===== config.mk =====
export PLATFORM = sky130hd
export DESIGN_NAME = vga_timing_gen_flat
export DESIGN_NICKNAME = d
export VERILOG_FILES = /design/src/rtl/vga_timing_pkg.sv /design/src/rtl/vga_timing_if.sv /design/src/rtl/vga_axis_cnt.sv /design/src/rtl/vga_timing_gen.sv /design/src/flat_wrapper.sv
export SDC_FILE = /design/constraint.sdc
export NUM_CORES = 1
export LEC_CHECK = 0
export BUFFER_PORTS_ARGS = -buffer_cell sky130_fd_sc_hd__buf_2
export CAP_MARGIN = 20
export CELL_PAD_IN_SITES_DETAIL_PLACEMENT = 2
export CELL_PAD_IN_SITES_GLOBAL_PLACEMENT = 2
export CORE_MARGIN = 5
export CORE_UTILIZATION = 39
export DETAILED_ROUTE_END_ITERATION = 8
export GPL_TIMING_DRIVEN = 0
export HOLD_SLACK_MARGIN = 0.05
export PLACE_DENSITY_LB_ADDON = 0.12
export SYNTH_ARGS = -nofsm -noshare
export SYNTH_HDL_FRONTEND = slang
export SYNTH_HIERARCHICAL = 1
export SYNTH_SLANG_ARGS = --single-unit

===== constraint.sdc =====
create_clock -name clk -period 3.8 [get_ports clk]
set_input_delay 0.57 -clock clk [delete_from_list [all_inputs] [get_ports clk]]
set_output_delay 0.57 -clock clk [all_outputs]
set_load 0.01 [all_outputs]

===== src/rtl/vga_timing_pkg.sv =====
`default_nettype none
// ============================================================================
// Module      : vga_timing_pkg
// Description : Default 640x480@60 timing constants and the per-axis phase type.
// Revision    : 1.0 - initial release
// ============================================================================
package vga_timing_pkg;

    localparam int CNT_W = 10;

    localparam int H_SYNC_DEF = 96;
    localparam int H_BP_DEF   = 48;
    localparam int H_ACT_DEF  = 640;
    localparam int H_FP_DEF   = 16;
    localparam int V_SYNC_DEF = 2;
    localparam int V_BP_DEF   = 33;
    localparam int V_ACT_DEF  = 480;
    localparam int V_FP_DEF   = 10;

    localparam int H_TOTAL = H_SYNC_DEF + H_BP_DEF + H_ACT_DEF + H_FP_DEF;
    localparam int V_TOTAL = V_SYNC_DEF + V_BP_DEF + V_ACT_DEF + V_FP_DEF;

    typedef enum logic [1:0] {
        SYNC   = 2'd0,
        BACK   = 2'd1,
        ACTIVE = 2'd2,
        FRONT  = 2'd3
    } phase_t;

endpackage
`default_nettype wire


===== src/rtl/vga_timing_if.sv =====
`default_nettype none
// ============================================================================
// Module      : vga_timing_if
// Description : Raster position, sync and active-window bundle of the generator.
// Revision    : 1.0 - initial release
// ============================================================================
interface vga_timing_if;
    import vga_timing_pkg::*;

    logic             pix_ce;
    logic [CNT_W-1:0] out_cnt_x;
    logic [CNT_W-1:0] out_cnt_y;
    logic             hsync;
    logic             vsync;
    logic             disp_active;
    logic             frame_start;

    modport master (
        output pix_ce, out_cnt_x, out_cnt_y, hsync, vsync, disp_active, frame_start
    );

    modport slave (
        input pix_ce, out_cnt_x, out_cnt_y, hsync, vsync, disp_active, frame_start
    );

endinterface
`default_nettype wire


===== src/rtl/vga_axis_cnt.sv =====
`default_nettype none
// ============================================================================
// Module      : vga_axis_cnt
// Description : One raster axis: wrapping position counter plus SYNC/BACK/
//               ACTIVE/FRONT phase FSM. Reset parks it on the last position.
// Revision    : 1.0 - initial release
// ============================================================================
module vga_axis_cnt
    import vga_timing_pkg::*;
(
    input  wire logic             clk,
    input  wire logic             rst,
    input  wire logic             i_advance,
    input  wire logic [CNT_W-1:0] i_sync_w,
    input  wire logic [CNT_W-1:0] i_bp_w,
    input  wire logic [CNT_W-1:0] i_act_w,
    input  wire logic [CNT_W-1:0] i_fp_w,
    output logic      [CNT_W-1:0] o_count,
    output phase_t                o_phase,
    output phase_t                o_phase_step,
    output logic                  o_wrap
);

    logic [CNT_W-1:0] r_count;
    phase_t           r_phase;
    logic [CNT_W-1:0] w_last;
    logic [CNT_W-1:0] w_count_inc;
    phase_t           w_phase_step;

    assign w_last      = i_sync_w + i_bp_w + i_act_w + i_fp_w - CNT_W'(1);
    assign o_wrap      = (r_count == w_last);
    assign w_count_inc = o_wrap ? '0 : r_count + CNT_W'(1);

    // Phase the axis enters if it advances now: boundary compares use the next count.
    always_comb begin
        w_phase_step = r_phase;
        case (r_phase)
            SYNC:   if (w_count_inc == i_sync_w)                      w_phase_step = BACK;
            BACK:   if (w_count_inc == i_sync_w + i_bp_w)             w_phase_step = ACTIVE;
            ACTIVE: if (w_count_inc == i_sync_w + i_bp_w + i_act_w)   w_phase_step = FRONT;
            FRONT:  if (w_count_inc == '0)                            w_phase_step = SYNC;
            default:                                                  w_phase_step = FRONT;
        endcase
    end

    always_ff @(posedge clk) begin
        if (rst) begin
            r_count <= w_last;
            r_phase <= FRONT;
        end else if (i_advance) begin
            r_count <= w_count_inc;
            r_phase <= w_phase_step;
        end
    end

    assign o_count      = r_count;
    assign o_phase      = r_phase;
    assign o_phase_step = w_phase_step;

endmodule
`default_nettype wire


===== src/rtl/vga_timing_gen.sv =====
`default_nettype none
// ============================================================================
// Module      : vga_timing_gen
// Description : VGA raster timing generator; counts, syncs and active flag are
//               all registered on the same edge. Macro VGA_TIMING_PIXDIV_EN
//               runs the pixel strobe at half the clock rate.
// Revision    : 1.0 - initial release
// ============================================================================
module vga_timing_gen
    import vga_timing_pkg::*;
#(
    parameter int H_SYNC = H_SYNC_DEF,
    parameter int H_BP   = H_BP_DEF,
    parameter int H_ACT  = H_ACT_DEF,
    parameter int H_FP   = H_FP_DEF,
    parameter int V_SYNC = V_SYNC_DEF,
    parameter int V_BP   = V_BP_DEF,
    parameter int V_ACT  = V_ACT_DEF,
    parameter int V_FP   = V_FP_DEF
)(
    input  wire logic    clk,
    input  wire logic    rst,
    vga_timing_if.master vga
);

    logic             r_pix_ce;
    logic             r_hsync;
    logic             r_vsync;
    logic             r_disp_active;
    logic             r_frame_start;
    logic             w_v_adv;
    logic             w_h_wrap;
    logic             w_v_wrap;
    logic [CNT_W-1:0] w_h_count;
    logic [CNT_W-1:0] w_v_count;
    phase_t           w_h_phase;
    phase_t           w_v_phase;
    phase_t           w_h_step;
    phase_t           w_v_step;
    phase_t           w_h_ph_nxt;
    phase_t           w_v_ph_nxt;

`ifdef VGA_TIMING_PIXDIV_EN
    always_ff @(posedge clk) begin
        if (rst) r_pix_ce <= 1'b0;
        else     r_pix_ce <= ~r_pix_ce;
    end
`else
    always_ff @(posedge clk) begin
        if (rst) r_pix_ce <= 1'b0;
        else     r_pix_ce <= 1'b1;
    end
`endif

    assign w_v_adv = r_pix_ce & w_h_wrap;

    vga_axis_cnt u_h_axis (
        .clk          (clk),
        .rst          (rst),
        .i_advance    (r_pix_ce),
        .i_sync_w     (CNT_W'(H_SYNC)),
        .i_bp_w       (CNT_W'(H_BP)),
        .i_act_w      (CNT_W'(H_ACT)),
        .i_fp_w       (CNT_W'(H_FP)),
        .o_count      (w_h_count),
        .o_phase      (w_h_phase),
        .o_phase_step (w_h_step),
        .o_wrap       (w_h_wrap)
    );

    vga_axis_cnt u_v_axis (
        .clk          (clk),
        .rst          (rst),
        .i_advance    (w_v_adv),
        .i_sync_w     (CNT_W'(V_SYNC)),
        .i_bp_w       (CNT_W'(V_BP)),
        .i_act_w      (CNT_W'(V_ACT)),
        .i_fp_w       (CNT_W'(V_FP)),
        .o_count      (w_v_count),
        .o_phase      (w_v_phase),
        .o_phase_step (w_v_step),
        .o_wrap       (w_v_wrap)
    );

    // Flags are registered from next-state phases so they line up with the counts.
    assign w_h_ph_nxt = r_pix_ce ? w_h_step : w_h_phase;
    assign w_v_ph_nxt = w_v_adv  ? w_v_step : w_v_phase;

    always_ff @(posedge clk) begin
        if (rst) begin
            r_hsync       <= 1'b1;
            r_vsync       <= 1'b1;
            r_disp_active <= 1'b0;
            r_frame_start <= 1'b0;
        end else begin
            r_hsync       <= (w_h_ph_nxt != SYNC);
            r_vsync       <= (w_v_ph_nxt != SYNC);
            r_disp_active <= (w_h_ph_nxt == ACTIVE) && (w_v_ph_nxt == ACTIVE);
            r_frame_start <= r_pix_ce ? (w_h_wrap & w_v_wrap) : r_frame_start;
        end
    end

    assign vga.pix_ce      = r_pix_ce;
    assign vga.out_cnt_x   = w_h_count;
    assign vga.out_cnt_y   = w_v_count;
    assign vga.hsync       = r_hsync;
    assign vga.vsync       = r_vsync;
    assign vga.disp_active = r_disp_active;
    assign vga.frame_start = r_frame_start;

endmodule
`default_nettype wire


===== src/flat_wrapper.sv =====
// flat-port wrapper written by rule: the top's interface ports become plain ports
module vga_timing_gen_flat import vga_timing_pkg::*;
#(
    parameter int H_SYNC = H_SYNC_DEF,
    parameter int H_BP   = H_BP_DEF,
    parameter int H_ACT  = H_ACT_DEF,
    parameter int H_FP   = H_FP_DEF,
    parameter int V_SYNC = V_SYNC_DEF,
    parameter int V_BP   = V_BP_DEF,
    parameter int V_ACT  = V_ACT_DEF,
    parameter int V_FP   = V_FP_DEF
)
  (clk, rst, vga_pix_ce, vga_out_cnt_x, vga_out_cnt_y, vga_hsync, vga_vsync, vga_disp_active, vga_frame_start);
  vga_timing_if vga_i ();
  input  wire logic clk;
  input  wire logic rst;
  output wire logic [$bits(vga_i.pix_ce)-1:0] vga_pix_ce;
  output wire logic [$bits(vga_i.out_cnt_x)-1:0] vga_out_cnt_x;
  output wire logic [$bits(vga_i.out_cnt_y)-1:0] vga_out_cnt_y;
  output wire logic [$bits(vga_i.hsync)-1:0] vga_hsync;
  output wire logic [$bits(vga_i.vsync)-1:0] vga_vsync;
  output wire logic [$bits(vga_i.disp_active)-1:0] vga_disp_active;
  output wire logic [$bits(vga_i.frame_start)-1:0] vga_frame_start;
  assign vga_pix_ce = vga_i.pix_ce;
  assign vga_out_cnt_x = vga_i.out_cnt_x;
  assign vga_out_cnt_y = vga_i.out_cnt_y;
  assign vga_hsync = vga_i.hsync;
  assign vga_vsync = vga_i.vsync;
  assign vga_disp_active = vga_i.disp_active;
  assign vga_frame_start = vga_i.frame_start;
  vga_timing_gen #(.H_SYNC(H_SYNC), .H_BP(H_BP), .H_ACT(H_ACT), .H_FP(H_FP), .V_SYNC(V_SYNC), .V_BP(V_BP), .V_ACT(V_ACT), .V_FP(V_FP)) u_core (.clk(clk), .rst(rst), .vga(vga_i));
endmodule

### Word level (Yosys, flattened, before mapping)

Index checks and enable logic that the tools add are counted.

| storage, ports and cells | value |
|---|---|
| bits in registers | 29 |

| operators by class | value |
|---|---|
| add/sub/neg operators | 2 |
| equality and inequality tests | 16 |
| multiplexer cells | 15 |
| bitwise logic cells | 2 |
| reductions and logical operators | 7 |

Operator list:

| operator | number |
|---|---|
| 10-bit equality test (second input constant) | 4 |
| 10-bit by 1-bit adder with 10-bit output (second input constant) | 2 |
| 10-bit zero test | 2 |
| 10-bit 2-to-1 mux | 2 |
| 2-bit 2-to-1 mux | 10 |
| 2-bit case mux with 4 select lines | 2 |
| 2-bit equality test (second input constant) | 6 |
| 10-bit by 2-bit equality test with 1-bit output (second input constant) | 1 |
| 10-bit by 6-bit equality test with 1-bit output (second input constant) | 1 |
| 10-bit by 7-bit equality test with 1-bit output (second input constant) | 1 |
| 10-bit by 8-bit equality test with 1-bit output (second input constant) | 1 |
| 2-bit by 1-bit equality test with 1-bit output (second input constant) | 2 |
| 2-bit zero test | 2 |
| 2-bit nonzero test | 2 |
| 1-bit AND | 2 |
| 1-bit logical AND | 1 |
| 1-bit 2-to-1 mux | 1 |

### Longest topological paths before layout

| logic depth | value |
|---|---|
| word-level depth | 8 |
| mapped depth | 34 |
| gate-level depth less buffers | 32 |

### Cells and area by module

Netlist, hierarchy kept.

Modules (own cells, without submodules):

| module | instances | cells an instance | area each (µm²) |
|---|---|---|---|
| vga_axis_cnt at u_core.u_v_axis | 1 | 401 | 3,155.5 |
| vga_axis_cnt at u_core.u_h_axis | 1 | 401 | 3,071.7 |
| vga_timing_gen | 1 | 24 | 216.5 |

### Worst setup path before layout

Ideal clock, no wire load.

| timing path | value |
|---|---|
| kind | register to register |
| start point | reg u_core.u_h_axis.r_count[6], in the netlist u_core/u_h_axis/o_count[6] |
| end point | reg u_core.r_disp_active, in the netlist u_core/vga.disp_active |
| setup time | 124 ps |
| data arrival time | 3,151 ps |
| required time | 3,676 ps |
| path slack | 526 ps |
| cell stages (with the launch flop) | 18 |
| path buffers | 2 |
| period minus slack after synthesis | 3,274 ps |
| path through | edfxtp_1 -> buf_2 -> nand2b_1 -> o211a_1 -> nor4_2 -> nand4_1 -> or3b_4 -> a2111oi_4 -> nand2_4 -> clkinv_4 -> buf_2 -> nand3_1 -> o21ai_0 -> a31oi_1 -> nor2_1 -> inv_1 -> a32oi_1 -> nor3b_2 |

| on the way | value |
|---|---|
| cells in the longest elaborated chain, start to end | 8 |
| elaborated cells on any way between the ends | 18 |
| those cells by class | add/sub: 1; eq/ne: 6; mux: 8; bitwise: 1; reduce/logical: 2 |

Ends and longest elaborated chain:

| element | RTL line | text |
|---|---|---|
| start: declaration | vga_axis_cnt.sv:24 | `logic [CNT_W-1:0] r_count;` |
| start signal: assignment | vga_axis_cnt.sv:48 | `r_count <= w_last;` |
| start signal: assignment | vga_axis_cnt.sv:51 | `r_count <= w_count_inc;` |
| 10-bit equality test * | vga_axis_cnt.sv:31 | `assign o_wrap = (r_count == w_last);` |
| net u_core.w_h_wrap | vga_timing_gen.sv:32 | `logic w_h_wrap;` |
| 10-bit 2-to-1 mux * | vga_axis_cnt.sv:32 | `assign w_count_inc = o_wrap ? '0 : r_count + CNT_W'(1);` |
| 10-bit equality test (tied with other cells) | vga_axis_cnt.sv:40 | `ACTIVE: if (w_count_inc == i_sync_w + i_bp_w + i_act_w) w_phase_step = FRONT;` |
| 2-bit 2-to-1 mux, on equally long branches | - |  |
| 2-bit case mux with 4 select lines * | vga_axis_cnt.sv:37 | `case (r_phase)` |
| net u_core.w_h_step[0] | vga_timing_gen.sv:38 | `phase_t w_h_step;` |
| 2-bit 2-to-1 mux * | - |  |
| 2-bit equality test * | vga_timing_gen.sv:98 | `r_disp_active <= (w_h_ph_nxt == ACTIVE) && (w_v_ph_nxt == ACTIVE);` |
| 1-bit logical AND * | vga_timing_gen.sv:98 |  |
| end signal: assignment | vga_timing_gen.sv:98 |  |
| end: declaration | vga_timing_gen.sv:29 | `logic r_disp_active;` |

Mark *: on every way through the listed nets, which the timed path passes. The rest lies on a longest branch.
A chain may end at the register's enable or synchronous reset.

### Worst setup path in the final report

| timing path | value |
|---|---|
| start point | reg u_core.u_h_axis.r_count[0], in the netlist u_core/u_h_axis/o_count[0] |
| end point | reg u_core.r_hsync, in the netlist u_core/vga.hsync |

| on the way | value |
|---|---|
| cells in the longest elaborated chain, start to end | 7 |
| elaborated cells on any way between the ends | 14 |
| those cells by class | add/sub: 1; eq/ne: 4; mux: 7; reduce/logical: 2 |

Ends and longest elaborated chain:

| element | RTL line | text |
|---|---|---|
| 10-bit by 1-bit adder with 10-bit output or 10-bit equality test (tied branches) | vga_axis_cnt.sv:32, vga_axis_cnt.sv:31 |  |
| 10-bit 2-to-1 mux * | vga_axis_cnt.sv:32 |  |
| 10-bit equality test (tied with other cells) | vga_axis_cnt.sv:40 |  |
| 2-bit 2-to-1 mux, on equally long branches | - |  |
| 2-bit case mux with 4 select lines * | vga_axis_cnt.sv:37 |  |
| net u_core.w_h_step[0] | vga_timing_gen.sv:38 |  |
| 2-bit 2-to-1 mux * | - |  |
| 2-bit nonzero test * | vga_timing_gen.sv:96 | `r_hsync <= (w_h_ph_nxt != SYNC);` |
| end signal: assignment | vga_timing_gen.sv:96 |  |
| end: declaration | vga_timing_gen.sv:27 | `logic r_hsync;` |

Marks and branches as above.

==> out/metrics.yaml <==
timing:
  max_clock_freq_mhz: 263.9
  tightest_slew_ns: 1.001
  fin_skew_ns: 0.006920
  setup_violations: 0
  hold_viol_final: 0
  slew_violations: 0
  min_period_ns: 3.789
  maxSlewHeadroom_pct: 33.04
  finalCritPeriodShare_pct: 99.72
  layout_setup_ws_ns: 0.01059
worst_setup_path:
  path_max_fanout: 7
  crit_end: "u_core/vga.hsync"
  r2r_end: "u_core/vga.hsync"
  critical_path_depth: 15
  crit_slowest_cell: "edfxtp_1"
  cp.buffers_inverters: 2
  path_delay_family: "simple AND/OR/NAND/NOR gates"
  r2r_slack_ns: 0.01
  cp-end-kind: "register"
  reg2reg_from: "u_core/u_h_axis/o_count[0]"
  cp-startpoint: "u_core/u_h_axis/o_count[0]"
  critPathLaunchType: "register"
  critical_path.cell_chain: "xor2_1, nand4_1, nor4_2, nand4_1, or3b_4, a2111oi_4, buf_4, buf_4, a21oi_2, xor2_1, o221a_2, a31oi_2, nor2_1, nor3b_1, o21ai_0"
  worstPathRequired_ns: 3.97
  crit_arrival_ns: 3.96
  r2r_cells: 15
  max_stage_delay_ns: 0.56
  critPathKind: "reg2reg"
pwr:
  p_int_uw: 2883
  swShare_pct: 58.23
  p_switching_uw: 4019
  leakagePower_uw: 0.003502
  p_comb_share_pct: 83.4
  power.ir.vdd_worst_uv: 586.9
  sequentialPowerShare_pct: 10.6
  p_clk_share_pct: 6.0
  power.total_uw: 6903
  p_per_area_nw_per_um2: 883.6
global_route:
  grt_pass1_wl_um: 43120
  grt-ovfl-total: 0
  grt_max_degree: 14
  track_usage_pct: 27.40
  grt_pass1_vias: 7772
  antenna_found_initial: 0
worst_hold_path:
  min_from: "u_core/vga.frame_start"
  hp-class: "reg2reg"
synthesis:
  synth_cell_types: 93
  seq_area_frac_synth_pct: 12.12
  synth_common_cells: "96 x inv_1, 72 x ha_1, 59 x nand2_1"
  ys_top_cells_by_area: "ha_1 14%, edfxtp_1 9.3%, xnor2_1 6.7%"
  postSynthAreaPerCell_sq_um: 7.801
  synth.most_common_cell: "inv_1"
  synth_cells: 826
  netlist_area_sq_um: 6444
  synth_top_cell_by_area: "ha_1"
  ys_ff_latch: 29
  yosys.area.top_type_share_pct: 13.98
  async_flop_share_pct: 0
  synth-main-ff-cell: "edfxtp_1"
  ys.warnings.count: 6
  synth_edf_count: 20
cts:
  cts.htree.levels: 2
  clk_latency_ns: 0.28
  holdBufCountCts: 0
  cts-root-buf: "clkbuf_16"
  cts_tree: "yes"
  clk_pin_slew_ns: 0.06
  cts_sinks: 29
  clock_path_buffers: 2
  cts_made_buffers: 5
drt:
  ant_nets: 0
  drt_iter0_drc: 476
  via_per_inst: 5.881
  totalWireLength_um: 29150
  drcViolationCount: 0
  vias: 7246
  dr.pass1.iters: 5
  post_drt_wl_per_cell_um: 23.66
placement:
  dp_hpwl_um: 18840
  io_buffer_count: 26
  post-place-ws_ns: -0.3476
  routabilityCongestion: 0.8479
cells_and_area:
  area_growth_pct: 21.24
  drive_gt1_share_pct: 10.97
  fin_util_pct: 47.62
  final_nets: 1091
  diodes: 0
die:
  placementRows: 47
  floorplan.initialDensity_pct: 39.27
  fp.dieW_um: 138.5
  io_pins: 27
  die_h_um: 138.5
  core_area_sq_um: 16410
  die_area_sq_um: 19190
flow_run:
  maxCapViolations: 0
outcome:
  status: "complete, no violations"
[routing by layer]
layer	routed length, um	up-vias	track usage, %	part of all wire, %
met4	966	0	6.864	3.3
met5	0	-	0	0
li1	-	3219	-	-
met3	1314	79	3.207	4.5
met2	14290	276	49.02	49
met1	12580	3672	35.12	43
[power by group through the flow]
stage	Sequential (uW)	Clock, uW	Combinational (uW)
global placement	623	0	4300
detailed placement	636	0	4400
CTS	653	415	4470
floorplan	641	0	3710
finish	728	417	5760
global route	744	432	6080
[registers in the layout, indices dropped and copies added (netlist names)]
signal,cells
u_core/u_h_axis/o_count,10
u_core/vga.pix_ce,1
u_core/vga.hsync,1
u_core/vga.frame_start,1
u_core/vga.disp_active,1
u_core/vga.vsync,1
u_core/u_v_axis/o_phase,2
u_core/u_h_axis/o_phase,2
u_core/u_v_axis/o_count,10
[final cells by class]
type	instances	area, sq um
inverters	97	369.1
plain buffers	20	115.1
clock buffers	6	128.9
multi-input cells	824	5943
flip-flops and latches	29	780.7
fillers	1906	8594
repair buffers	34	190.2
well taps	220	275.3
clock inverters	2	10.01
[cells in the final DEF (no fill, tap or decap), types with 15 or more instances in the layout]
cell      instances
xnor2_1          45
buf_2            29
conb_1          150
ha_1             72
inv_1            96
xor2_1           36
o31ai_1          15
a21oi_1          44
nor2_1           55
o21ai_0          43
nand3_1          23
nand2_1          59
edfxtp_1         20
[worst min-delay path by stage]
stage	to	cells after the start
final	u_core/vga.frame_start	2
after global routing	u_core/vga.frame_start	2
after CTS	u_core/vga.frame_start	2
after detailed placement	u_core/vga.frame_start	2
after global placement	u_core/vga.frame_start	2
after floorplan	u_core/vga.frame_start	2
[worst reg2reg max path: stages, from the launching register on]
cell       delay [ns]
edfxtp_1         0.56
xor2_1           0.20
nand4_1          0.20
nor4_2           0.31
nand4_1          0.16
or3b_4           0.41
a2111oi_4        0.28
buf_4            0.20
buf_4            0.16
a21oi_2          0.08
xor2_1           0.26
o221a_2          0.24
a31oi_2          0.12
nor2_1           0.15
nor3b_1          0.07
o21ai_0          0.29
[through the flow]
step	setup TNS (ns)	std cells	area, sq um	hold WS [ns]
5_1_grt	-0.2323	1232	7812	0.5800
4_1_cts	0	1229	7619	0.5279
3_5_place_dp	-2.028	1220	7405	0.5185
6_report	0	1232	7812	0.5651
3_3_place_gp	-0.3711	1220	7405	0.4577
2_1_floorplan	0	974	6999	0.4846
[cell families (layout without fill, tap and decap cells)]
kind of cell | count (synthesis) | count (layout) | share of synthesized area (%)
other | 2 | 150 | 0.1165
multiplexers | 11 | 11 | 1.845
AO/OA/AOI/OAI | 231 | 231 | 26.00
adder cells (fa/ha/maj) | 78 | 78 | 15.84
flip-flops | 29 | 29 | 12.12
buffers and inverters | 121 | 159 | 7.476
XOR/XNOR | 104 | 104 | 16.12
AND/OR/NAND/NOR | 250 | 250 | 20.49
[repair_timing]
item                                    in CTS  in global routing
buffers inserted                             2                  6
endpoints found under the setup margin      14                 14
pin swaps                                    1                  4
gates resized for setup                      8                 28
Power figures use the tool's default switching activity.
